--- src/rtl/sat_pkg.sv ---
`default_nettype none
// +----------------------------------------------------------------------------+
// | Module      : sat_pkg                                                      |
// | Description : Shared definitions for the DPLL solver core: variable index  |
// |               sizing, assignment table state encoding, trail entry types  |
// |               and the imply-drain FSM state enumeration.                   |
// | Revision    : 1.0 - initial release                                        |
// +----------------------------------------------------------------------------+
package sat_pkg;

    localparam int VAR_W        = 9;
    localparam int NUM_VARIABLE = 128;

    // Assignment table per-variable state
    localparam logic [1:0] ASG_UNASSIGNED = 2'b00;
    localparam logic [1:0] ASG_FALSE      = 2'b01;
    localparam logic [1:0] ASG_TRUE       = 2'b10;
    localparam logic [1:0] ASG_ILLEGAL    = 2'b11;

    // Trail stack entry type
    localparam logic TRAIL_DECIDED = 1'b0;
    localparam logic TRAIL_IMPLIED = 1'b1;

    typedef enum logic [2:0] {
        S_IDLE     = 3'd0,
        S_POP      = 3'd1,
        S_LATCH    = 3'd2,
        S_CHECK    = 3'd3,
        S_COMMIT   = 3'd4,
        S_DONE     = 3'd5,
        S_CONFLICT = 3'd6
    } drain_state_e;

endpackage
`default_nettype wire

--- src/rtl/imply_drain.sv ---
`default_nettype none
// +----------------------------------------------------------------------------+
// | Module      : imply_drain                                                  |
// | Description : Pop-side consumer of the imply stack. Pops implied literals,|
// |               checks them against the assignment table, commits new ones  |
// |               to the table and the trail stack, and stops on an empty     |
// |               stack (done) or a contradiction (conflict).                 |
// | Ports       : clk/reset        - clock, synchronous active-low reset      |
// |               start            - begin a drain (honoured in IDLE only)    |
// |               stk_*            - imply stack pop interface and flush      |
// |               asg_rd_*         - assignment table read (1-cycle latency)  |
// |               asg_wr_*         - assignment table write                   |
// |               trail_*          - trail stack push                         |
// |               busy/done/conflict/conflict_var/impl_count - status        |
// | Revision    : 1.0 - initial release                                        |
// +----------------------------------------------------------------------------+
module imply_drain
    import sat_pkg::*;
#(
    parameter int NUM_VARIABLE = sat_pkg::NUM_VARIABLE,
    parameter int VAR_W        = sat_pkg::VAR_W,
    parameter int CNT_W        = 10
) (
    input  logic             clk,
    input  logic             reset,
    input  logic             start,
    input  logic             stk_empty,
    input  logic             stk_val,
    input  logic [VAR_W-1:0] stk_var,
    output logic             stk_en,
    output logic             stk_rw,
    output logic             stk_flush,
    output logic [VAR_W-1:0] asg_rd_var,
    input  logic [1:0]       asg_rd_state,
    output logic             asg_wr_en,
    output logic [VAR_W-1:0] asg_wr_var,
    output logic             asg_wr_val,
    output logic             trail_push,
    output logic [VAR_W-1:0] trail_var,
    output logic             trail_val,
    output logic             trail_type,
    output logic             busy,
    output logic             done,
    output logic             conflict,
    output logic [VAR_W-1:0] conflict_var,
    output logic [CNT_W-1:0] impl_count
);

    drain_state_e     r_state;
    drain_state_e     w_state_next;
    logic [VAR_W-1:0] r_var;
    logic             r_val;
    logic [VAR_W-1:0] r_conflict_var;
    logic [CNT_W-1:0] r_impl_count;

    logic             w_idx_bad;
    logic             w_match;
    logic             w_check_conflict;
    logic             w_check_commit;

    // Index 0 is reserved and anything at or above NUM_VARIABLE is out of range.
    assign w_idx_bad = (r_var == '0) || (32'(r_var) >= NUM_VARIABLE);
    assign w_match   = ((asg_rd_state == ASG_TRUE)  &&  r_val) ||
                       ((asg_rd_state == ASG_FALSE) && !r_val);

    always_comb begin
        w_check_conflict = 1'b0;
        w_check_commit   = 1'b0;
        if (r_state == S_CHECK) begin
            if (w_idx_bad || (asg_rd_state == ASG_ILLEGAL)) begin
                w_check_conflict = 1'b1;
            end else if (asg_rd_state == ASG_UNASSIGNED) begin
                w_check_commit = 1'b1;
            end else if (!w_match) begin
                w_check_conflict = 1'b1;
            end
        end
    end

    // Strobes are qualified with reset so nothing leaks out in a reset cycle,
    // even when reset lands on a COMMIT or CONFLICT cycle.
    always_comb begin
        w_state_next = r_state;
        stk_en       = 1'b0;
        stk_flush    = 1'b0;
        asg_wr_en    = 1'b0;
        trail_push   = 1'b0;
        done         = 1'b0;
        conflict     = 1'b0;
        asg_rd_var   = r_var;
        case (r_state)
            S_IDLE: begin
                if (start) begin
                    w_state_next = S_POP;
                end
            end
            S_POP: begin
                if (stk_empty) begin
                    w_state_next = S_DONE;
                end else begin
                    stk_en       = reset;
                    w_state_next = S_LATCH;
                end
            end
            S_LATCH: begin
                // Popped data is presented this cycle; address the table
                // straight from the stack so the state arrives in CHECK.
                asg_rd_var   = stk_var;
                w_state_next = S_CHECK;
            end
            S_CHECK: begin
                if (w_check_conflict) begin
                    w_state_next = S_CONFLICT;
                end else if (w_check_commit) begin
                    w_state_next = S_COMMIT;
                end else begin
                    w_state_next = S_POP;
                end
            end
            S_COMMIT: begin
                asg_wr_en    = reset;
                trail_push   = reset;
                w_state_next = S_POP;
            end
            S_DONE: begin
                done         = reset;
                w_state_next = S_IDLE;
            end
            S_CONFLICT: begin
                conflict     = reset;
                stk_flush    = reset;
                w_state_next = S_IDLE;
            end
            default: begin
                w_state_next = S_IDLE;
            end
        endcase
    end

    always_ff @(posedge clk) begin
        if (!reset) begin
            r_state        <= S_IDLE;
            r_var          <= '0;
            r_val          <= 1'b0;
            r_conflict_var <= '0;
            r_impl_count   <= '0;
        end else begin
            r_state <= w_state_next;
            if ((r_state == S_IDLE) && start) begin
                r_impl_count   <= '0;
                r_conflict_var <= '0;
            end
            if (r_state == S_LATCH) begin
                r_var <= stk_var;
                r_val <= stk_val;
            end
            if (w_check_conflict) begin
                r_conflict_var <= r_var;
            end
            if ((r_state == S_COMMIT) && (r_impl_count != '1)) begin
                r_impl_count <= r_impl_count + CNT_W'(1);
            end
        end
    end

    assign stk_rw       = 1'b0;
    assign asg_wr_var   = r_var;
    assign asg_wr_val   = r_val;
    assign trail_var    = r_var;
    assign trail_val    = r_val;
    assign trail_type   = TRAIL_IMPLIED;
    assign busy         = (r_state != S_IDLE);
    assign conflict_var = r_conflict_var;
    assign impl_count   = r_impl_count;

endmodule
`default_nettype wire
--- config.mk ---
export PLATFORM = sky130hd
export DESIGN_NAME = imply_drain
export DESIGN_NICKNAME = d
export VERILOG_FILES = /design/src/rtl/sat_pkg.sv /design/src/rtl/imply_drain.sv
export SDC_FILE = /design/constraint.sdc
export NUM_CORES = 1
export LEC_CHECK = 0
export CAP_MARGIN = 40
export CORE_ASPECT_RATIO = 0.75
export CORE_UTILIZATION = 35
export CTS_BUF_LIST = sky130_fd_sc_hd__clkbuf_8
export DETAILED_ROUTE_END_ITERATION = 10
export GPL_TIMING_DRIVEN = 1
export PLACE_DENSITY = 0.79
export SLEW_MARGIN = 20
export SYNTH_ARGS = -nofsm -noshare
export SYNTH_HDL_FRONTEND = slang
export SYNTH_SLANG_ARGS = --single-unit
export TNS_END_PERCENT = 100
--- constraint.sdc ---
create_clock -name clk -period 1.8 [get_ports clk]
set_input_delay 0.27 -clock clk [delete_from_list [all_inputs] [get_ports clk]]
set_output_delay 0.27 -clock clk [all_outputs]
set_load 0.01 [all_outputs]
==> results of run 1 <==
==> power by group through the flow <==
stage                     Sequential, mW  Combinational (mW)  Clock, mW
after floorplan                    0.756               0.151          0
after global placement             0.748               0.297          0
after detailed placement           0.749               0.301          0
after CTS                          0.735               0.308      0.577
after global routing               0.738               0.380      0.612
final                              0.736               0.355      0.564
==> cell type report <==
| cell class | instances | area, sq um | area share |
|---|---|---|---|
| sequential | 32 | 645.6 | 0.2344 |
| timing repair buffer | 101 | 987.2 | 0.3585 |
| multi-input combinational | 129 | 949.7 | 0.3448 |
| clock inverter | 3 | 23.77 | 0.008632 |
| inverter | 2 | 7.507 | 0.002726 |
| tap | 57 | 71.32 | 0.02590 |
| clock buffer | 5 | 68.82 | 0.02499 |
==> registers in the layout, indices dropped and copies added (netlist names) <==
signal,flops
asg_wr_val,1
impl_count,10
asg_wr_var,9
conflict_var,9
r_state,3
==> worst paths after layout <==
| path | from | endpoint | slack (ns) |
|---|---|---|---|
| setup / recovery | r_state[2]$_SDFFE_PN0P_ | asg_rd_var[6] | -0.06 |
| hold reg to reg | conflict_var[0]$_SDFFE_PN0P_ | conflict_var[0]$_SDFFE_PN0P_ | 0.47 |
| hold / removal | conflict_var[0]$_SDFFE_PN0P_ | conflict_var[0]$_SDFFE_PN0P_ | 0.47 |
| setup reg to reg | asg_wr_var[3]$_SDFF_PN0_ | conflict_var[4]$_SDFFE_PN0P_ | 0.01 |
==> critical path, delay by kind of cell (launching register included) <==
kind	cells	cell delay [ns]
buf+inv	3	0.39
flops	1	0.34
mux	1	0.31
simple gates	1	0.27
==> repair_timing <==
item,CTS,global route
buffers inserted,8,2
hold buffers,0,0
pin swaps,1,1
hold endpoints to repair,0,0
gates cloned,1,1
endpoints found under the setup margin,16,25
gates resized for setup,26,63
==> layout by cell type, fill, tap and decap left out, drive strengths merged, types with 2 or more instances in the layout <==
master and instances:
a21oi 5, a31oi 2, and2 10, and3 2, buf 38, clkbuf 9
clkdlybuf4s50 54, clkinvlp 2, conb 2, dfxtp 32, dlygate4sd2 4, inv 2
mux2 9, mux2i 14, nand2 17, nand2b 2, nand3 18, nand3b 2
nand4 4, nor2 7, nor3 4, nor3b 2, nor4 5, o2111ai 2
o21ai 5, o31ai 2, or3 2, or4 3
==> per-stage QoR <==
| step | util | power, mW | instances |
|---|---|---|---|
| floorplan | - | 0.9068 | 189 |
| global placement | 0.5392 | 1.046 | 309 |
| detailed placement | 0.5392 | 1.050 | 309 |
| CTS | 0.5734 | 1.621 | 326 |
| global route | 0.6058 | 1.730 | 329 |
| finish | 0.6058 | 1.655 | 329 |
==> logic make-up after synthesis <==
logic type / share of synthesized area
mux: 0.1433
other cells: 0.004456
buf+inv: 0.1002
compound gates: 0.08983
fa+ha+maj: 0.007423
simple gates: 0.2747
flops: 0.3801
==> metal layers <==
metal | GRT usage | share of wire | up-vias
met2 | 0.3081 | 0.46 | 52
met1 | 0.2297 | 0.45 | 817
met5 | 0 | 0 | -
met4 | 0.03008 | 0.0086 | 0
met3 | 0.07445 | 0.083 | 4
li1 | - | - | 830
==> flow_summary.ini, run 1 <==
[run_status]
status = finished with violations
violations = negative setup slack

[setup_path]
crit_chain = nor3b_4 -> buf_6 -> buf_6 -> mux2_4 -> buf_6
slowest_delay_ns = 0.34
cp_common_cell = buf_6
crit_slowest_cell = dfxtp_2
critPathLaunchType = flip-flop
cp.required_ns = 1.53
critPathKind = flip-flop to primary output
critPathArrivalTime_ns = 1.59
reg2reg_depth = 5
cp-end-kind = primary output
critical_path.max_fanout = 4

[logic_synthesis]
syn_inst = 189
synth_top_area_frac = 0.3801
ys_types = 43
yosysMostFrequentCell = dfxtp_1
synth_enable_flop_cells = 0
ys_seq_area_frac = 0.3801
synth_top_flop_cell = dfxtp_1
synth.area.top_cells = dfxtp_1 (38%), mux2i_1 (8.3%), buf_4 (6.2%)
yosys.area.top_type = dfxtp_1
synth.avg_cell_area_sq_um = 8.917
synth_common_cells = dfxtp_1 (32), nand3_1 (18), nand2_1 (17), buf_4 (14), mux2i_1 (14)
postSynth.asyncResetShare = 0
synth_nets = 206
ys_ff_latch = 32
ys_warn_count = 0
syn_area_sq_um = 1685

[place]
dpl_worst_slack_ns = -0.3009
dp_hpwl_mm = 3.065
placed_area_sq_um = 2451
port_buffers = 70
place_congestion = 0.7546

[routing]
vias = 1703
drc = 0
ant_nets = 0
post_drt_wl_per_cell_microns = 14.09
routed_wl_mm = 4.636
firstDrtPassIters = 4
vias_per_cell = 5.176
drt_iter0_drc = 87

[clocking]
cts_buffers = 5
clock-sinks = 32
clkTransAtPathRegs_ns = 0.07
cts_tree = done
cts_buffer_depth = 2
cts-root-buf = clkbuf_8
htreeDepth = 2
clock_latency_ns = 0.29

[power_and_ir_drop]
p_int_mw = 1.193
vdd_drop_max_v = 0.0003065
pwr-share-clk = 0.341
p_switching_mw = 0.4623
combPwrFrac = 0.215
sw_frac_of_total = 0.2793
power_density_nw_per_um2 = 601.1
seqPwrFrac = 0.445
p_leak_nw = 1.070

[job]
max_cap_violations = 0

[grt]
antenna_found_initial = 0
grt_pass1_wl_mm = 7.107
grt_pass1_vias = 1544
grt_max_degree = 40
grt_overflow = 0
grt.total_usage = 0.1846

[sta]
fmaxAchievable_mhz = 538.5
min_period_ns = 1.857
setup_viol = 8
finalWorstSetupSlack_ns = -0.05711
skew_ns = 0.006232
finalHoldViolations = 0
tns_ns = -0.3169
finalMaxSlewViolations = 0
finalCritPeriodShare = 1.032
rsz0062_at_grt = yes
holdWs_ns = 0.4730

[final_layout]
drive_gt1_frac = 0.2684
num-fill-cells = 398
design_area_sq_um = 2754
diodes = 0
area_delta_synth_final_pct = 63.40
num-nets-final = 288

[floorplanning]
ios = 73
rows = 21
core-area_sq_um = 4546
die-area_sq_um = 5100
die_width_microns = 82.13
fp.dieH_microns = 62.10
initial_utilization = 0.3708

[hold_path]
holdCritPathClass = flip-flop to flip-flop
hold_depth = 2
Note: power is estimated with default switching activity, not from simulation.
==> run 2: changes to the inputs <==
Settings changed: CORE_MARGIN set to 10.
==> run 2 against run 1 <==
Effect of this change:
- the flow still finishes with violations (negative setup slack)
- hold slack got worse by 0.0061 ns
- register-to-register slack about the same
- maximum frequency increased by 0.39%
- combinational power about the same
- critical path depth increased by 1
- critical path type unchanged
- first-iteration DRC count decreased by 13%
- largest cell class unchanged
- global-route usage decreased by 5.7 points
- wire length increased by 13%
==> flow_summary.ini, run 2 (same netlist as run 1, synthesis figures left out) <==
[grt]
grt.total_usage = 0.1273
grt_overflow = 0
grt_pass1_wl_mm = 8.362
grt_max_degree = 35
grt_pass1_vias = 1685
antenna_found_initial = 0

[final_layout]
fin_cells = 328
ff_latch_area_sq_um = 645.6
drive_gt1_frac = 0.2694
area_delta_synth_final_pct = 63.40
num-fill-cells = 390
most-common-layout-cells = clkdlybuf4s50_1 (53), dfxtp_1 (28), buf_4 (21), nand3_1 (18), nand2_1 (17)
num-nets-final = 287
mostFrequentLayoutCell = clkdlybuf4s50_1
largest_reg_flops = 10
diodes = 0
design_area_sq_um = 2754
multiInputGateArea_sq_um = 945.9

[clocking]
cts_buffers = 5
clock-sinks = 32
htreeDepth = 2
cts_buffer_depth = 2
clkTransAtPathRegs_ns = 0.07
clock_latency_ns = 0.28
cts-root-buf = clkbuf_8
cts_tree = done

[setup_path]
cp-end-kind = primary output
rr_endpoint = conflict_var[6]$_SDFFE_PN0P_
critical_path.max_fanout = 3
critPathKind = flip-flop to primary output
r2r-start = asg_wr_var[3]$_SDFF_PN0_
cp.required_ns = 1.53
reg2reg_slack_ns = 0
critPathArrivalTime_ns = 1.58
reg2reg_depth = 5
critPathLaunchType = flip-flop

[job]
max_cap_violations = 0

[sta]
rsz0062_at_grt = yes
finalCritPeriodShare = 1.028
finalWorstSetupSlack_ns = -0.04996
finalHoldViolations = 0
min_period_ns = 1.850
finalMaxSlewViolations = 0
skew_ns = 0.006415
tns_ns = -0.1569
setup_viol = 4
fmaxAchievable_mhz = 540.6

[place]
place_congestion = 0.7848
placed_area_sq_um = 2459
port_buffers = 70
dp_cells = 310
dpl_worst_slack_ns = -0.3159
dp_hpwl_mm = 3.658

[routing]
post_drt_wl_per_cell_microns = 16.01
vias_per_cell = 5.067
ant_nets = 0
routed_wl_mm = 5.252
vias = 1662
drt_iter0_drc = 76
drc = 0
firstDrtPassIters = 4

[run_status]
status = finished with violations
violations = negative setup slack

[floorplanning]
ios = 73
die-area_sq_um = 8020
fp.dieH_microns = 80.10
rows = 21
die_width_microns = 100.1
core-area_sq_um = 4546
initial_utilization = 0.3708

[power_and_ir_drop]
post-layout-total-power_mw = 1.760
p_leak_nw = 1.093
vdd_drop_max_v = 0.0003835
power_density_nw_per_um2 = 639.0

[hold_path]
min_from = conflict_var[0]$_SDFFE_PN0P_
hold_depth = 2
holdCritPathClass = flip-flop to flip-flop
holdPathEnd = conflict_var[0]$_SDFFE_PN0P_
-- run 2: layer usage --
layer	up-vias	part of all wire	global-route usage
met5	-	0	0
met4	0	0.0042	0.02958
met3	4	0.12	0.07699
met2	58	0.47	0.2006
met1	777	0.41	0.1441
li1	823	-	-
-- run 2: worst max-delay path by stage --
stage | start | to | slack (ns) | depth (start not counted)
final | r_state[2]$_SDFFE_PN0P_ | asg_rd_var[1] | -0.05 | 6
after global routing | r_state[2]$_SDFFE_PN0P_ | asg_rd_var[7] | -0.11 | 5
after CTS | r_state[0]$_SDFFE_PN0P_ | asg_rd_var[1] | -0.08 | 6
after detailed placement | reset | asg_wr_en | -0.32 | 4
after global placement | reset | trail_push | -0.31 | 4
after floorplan | reset | stk_flush | 0.12 | 5
-- run 2: what timing repair did --
item | CTS | global route
resized for setup | 73 | 19
setup endpoints to repair | 16 | 28
hold buffers | 0 | 0
pin swaps | 1 | 1
buffers inserted | 8 | 1
cloned | 1 | 1
-- run 2: per-stage QoR --
step	hold slack (ns)	utilization
after CTS	0.4750	0.5943
after floorplan	0.4172	-
after global placement	0.4528	0.5409
after global routing	0.4911	0.6058
final	0.4670	0.6058
after detailed placement	0.4584	0.5409
-- run 2: report_power, final --
group          switching, mW  leakage, nW  total (mW)  internal [mW]
registers             0.0145        0.260       0.737          0.723
logic                  0.158        0.773       0.352          0.194
clock network          0.266       0.0593       0.671          0.405
-- run 2: final cells by class --
| class | instances | share of cell area |
|---|---|---|
| timing repair buffer | 100 | 0.3544 |
| multi-input combinational | 129 | 0.3435 |
| sequential | 32 | 0.2344 |
| tap | 57 | 0.02590 |
| clock buffer | 5 | 0.02499 |
| clock inverter | 3 | 0.01408 |
| inverter | 2 | 0.002726 |
-- run 2: worst max-delay path: stages (launching register included) --
cell	delay, ns
dfxtp_2	0.34
nor3b_4	0.22
buf_6	0.15
buf_6	0.10
buf_6	0.08
mux2_4	0.29
buf_6	0.12
==> run 3: changes to the inputs <==
==> constraint.sdc (replaced) <==
create_clock -name clk -period 1.8 [get_ports clk]
set_input_delay 0.36 -clock clk [delete_from_list [all_inputs] [get_ports clk]]
set_output_delay 0.36 -clock clk [all_outputs]
set_load 0.01 [all_outputs]
==> run 3 against run 2 <==
Effect of this change:
- the flow still finishes with violations (negative setup slack)
- wire length rose by 0.59%
- final area fell by 1.4%
- non-clock buffer count fell by 1
- critical path depth fell by 1
- utilization fell by 0.83 points
==> flow_summary.ini, run 3 (same netlist as run 1, synthesis figures left out) <==
[run_status]
status = finished with violations
violations = negative setup slack

[sta]
setup_viol = 11
skew_ns = 0.002466
min_period_ns = 1.915
finalWorstSetupSlack_ns = -0.1155
fmaxAchievable_mhz = 522.1
finalMaxSlewViolations = 0
finalHoldViolations = 0
rsz0062_at_grt = yes
finalCritPeriodShare = 1.064

[place]
dp_hpwl_mm = 3.848
place_congestion = 0.7999
port_buffers = 70
dp_cells = 312

[clocking]
htreeDepth = 2
clkTransAtPathRegs_ns = 0.07
cts_buffers = 5
cts_tree = done
cts-root-buf = clkbuf_8
clock-sinks = 32
hold_buffers = 0
cts_buffer_depth = 2
clock_latency_ns = 0.28

[setup_path]
crit_family = buffers and inverters
cp.required_ns = 1.44
crit_slowest_cell = dfxtp_2
cp-end-kind = primary output
critPathLaunchType = flip-flop
crit_chain = nor3b_4 -> buf_4 -> buf_6 -> mux2_4 -> buf_6
critPathArrivalTime_ns = 1.56
slowest_delay_ns = 0.34
critPathBufInv = 3
cp_common_cell = buf_6
critical_path.max_fanout = 4
critPathKind = flip-flop to primary output

[power_and_ir_drop]
post-layout-total-power_mw = 1.763
p_leak_nw = 1.066
vdd_drop_max_v = 0.0004241
power_density_nw_per_um2 = 649.1

[floorplanning]
core-area_sq_um = 4546
initial_utilization = 0.3708
die-area_sq_um = 8020
die_width_microns = 100.1
ios = 73
fp.dieH_microns = 80.10
rows = 21

[routing]
firstDrtPassIters = 4
top_layer = met4
vias = 1644
route.met2.wl_mm = 2.378
vias_per_cell = 5.028
ant_nets = 0
m1WireLength_mm = 2.204
drt_iter0_drc = 50
wl_met3_microns = 634
routed_wl_mm = 5.283
drc = 0
post_drt_wl_per_cell_microns = 16.16

[final_layout]
fin_cells = 327
area_delta_synth_final_pct = 61.17
multiInputGateArea_sq_um = 949.7
largest_reg_flops = 10
num-nets-final = 286
ff_latch_area_sq_um = 644.4
drive_gt1_frac = 0.2889
mostFrequentLayoutCell = clkdlybuf4s50_1
diodes = 0
num-fill-cells = 397
most-common-layout-cells = clkdlybuf4s50_1 (54), dfxtp_1 (29), buf_4 (23), nand3_1 (18), nand2_1 (17)

[grt]
grt_pass1_wl_mm = 8.224
grt.total_usage = 0.1271
grt_overflow = 0
antenna_found_initial = 0
grt_max_degree = 40
grt_pass1_vias = 1711

[hold_path]
holdCritPathClass = flip-flop to flip-flop

[job]
max_cap_violations = 0
==> run 3: cell types whose count changed in the layout (fill, tap and decap cells not counted), sizes merged <==
cell | previous run | this run
dlygate4sd2 | 3 | 0
dlygate4sd1 | 1 | 0
dlymetal6s2s | 1 | 0
inv | 3 | 2
clkinv | 1 | 2
clkbuf | 9 | 7
clkdlybuf4s50 | 53 | 54
buf | 38 | 43
==> run 3: layer usage <==
| layer | vias to the layer above | track usage |
|---|---|---|
| met3 | 7 | 0.08298 |
| met1 | 757 | 0.1306 |
| li1 | 827 | - |
| met2 | 53 | 0.2058 |
| met5 | - | 0 |
| met4 | 0 | 0.04507 |
==> run 3: stage by stage <==
step           TNS, ns  cell area (sq um)  setup WS (ns)    util  hold WS [ns]
2_1_floorplan        0               1690        0.05856       -        0.4909
3_3_place_gp    -4.354               2479        -0.4118  0.5453        0.4528
3_5_place_dp    -4.521               2479        -0.4540  0.5453        0.4610
4_1_cts         -1.137               2695        -0.1284  0.5929        0.4705
5_1_grt         -2.077               2716        -0.1811  0.5976        0.4922
6_report       -0.9422               2716        -0.1155  0.5976        0.4703
==> run 3: layout make-up <==
class                   instances  share of cell area
clock buffers                   5             0.02533
clock inverters                 3             0.01428
inverters                       2            0.003224
multi-input cells             129              0.3496
flip-flops and latches         32              0.2372
well taps                      57             0.02626
repair buffers                 99              0.3441
==> run 3: path summary, 6_finish.rpt <==
| kind | slack [ns] | cells after the start | end | start |
|---|---|---|---|---|
| max | -0.12 | 5 | asg_rd_var[5] | r_state[0]$_SDFFE_PN0P_ |
| min | 0.47 | 2 | conflict_var[1]$_SDFFE_PN0P_ | conflict_var[1]$_SDFFE_PN0P_ |
| max reg2reg | -0.02 | 5 | conflict_var[5]$_SDFFE_PN0P_ | asg_wr_var[3]$_SDFF_PN0_ |
| min reg2reg | 0.47 | 2 | conflict_var[1]$_SDFFE_PN0P_ | conflict_var[1]$_SDFFE_PN0P_ |
==> run 3: power breakdown <==
part | internal, mW | total [mW] | switching [mW]
combinational | 0.194 | 0.353 | 0.160
clock | 0.405 | 0.673 | 0.268
sequential | 0.723 | 0.737 | 0.0143
==> run 3: what timing repair did <==
item,in CTS,in global routing
endpoints found under the setup margin,25,26
setup buffers,6,0
pin swaps,1,0
gates resized for setup,90,12
cloned,1,0
==> run 3: tightest hold or removal path: stages, from the launching register on <==
cell     delay, ns
dfxtp_1       0.31
nand3_1       0.06
mux2i_1       0.06
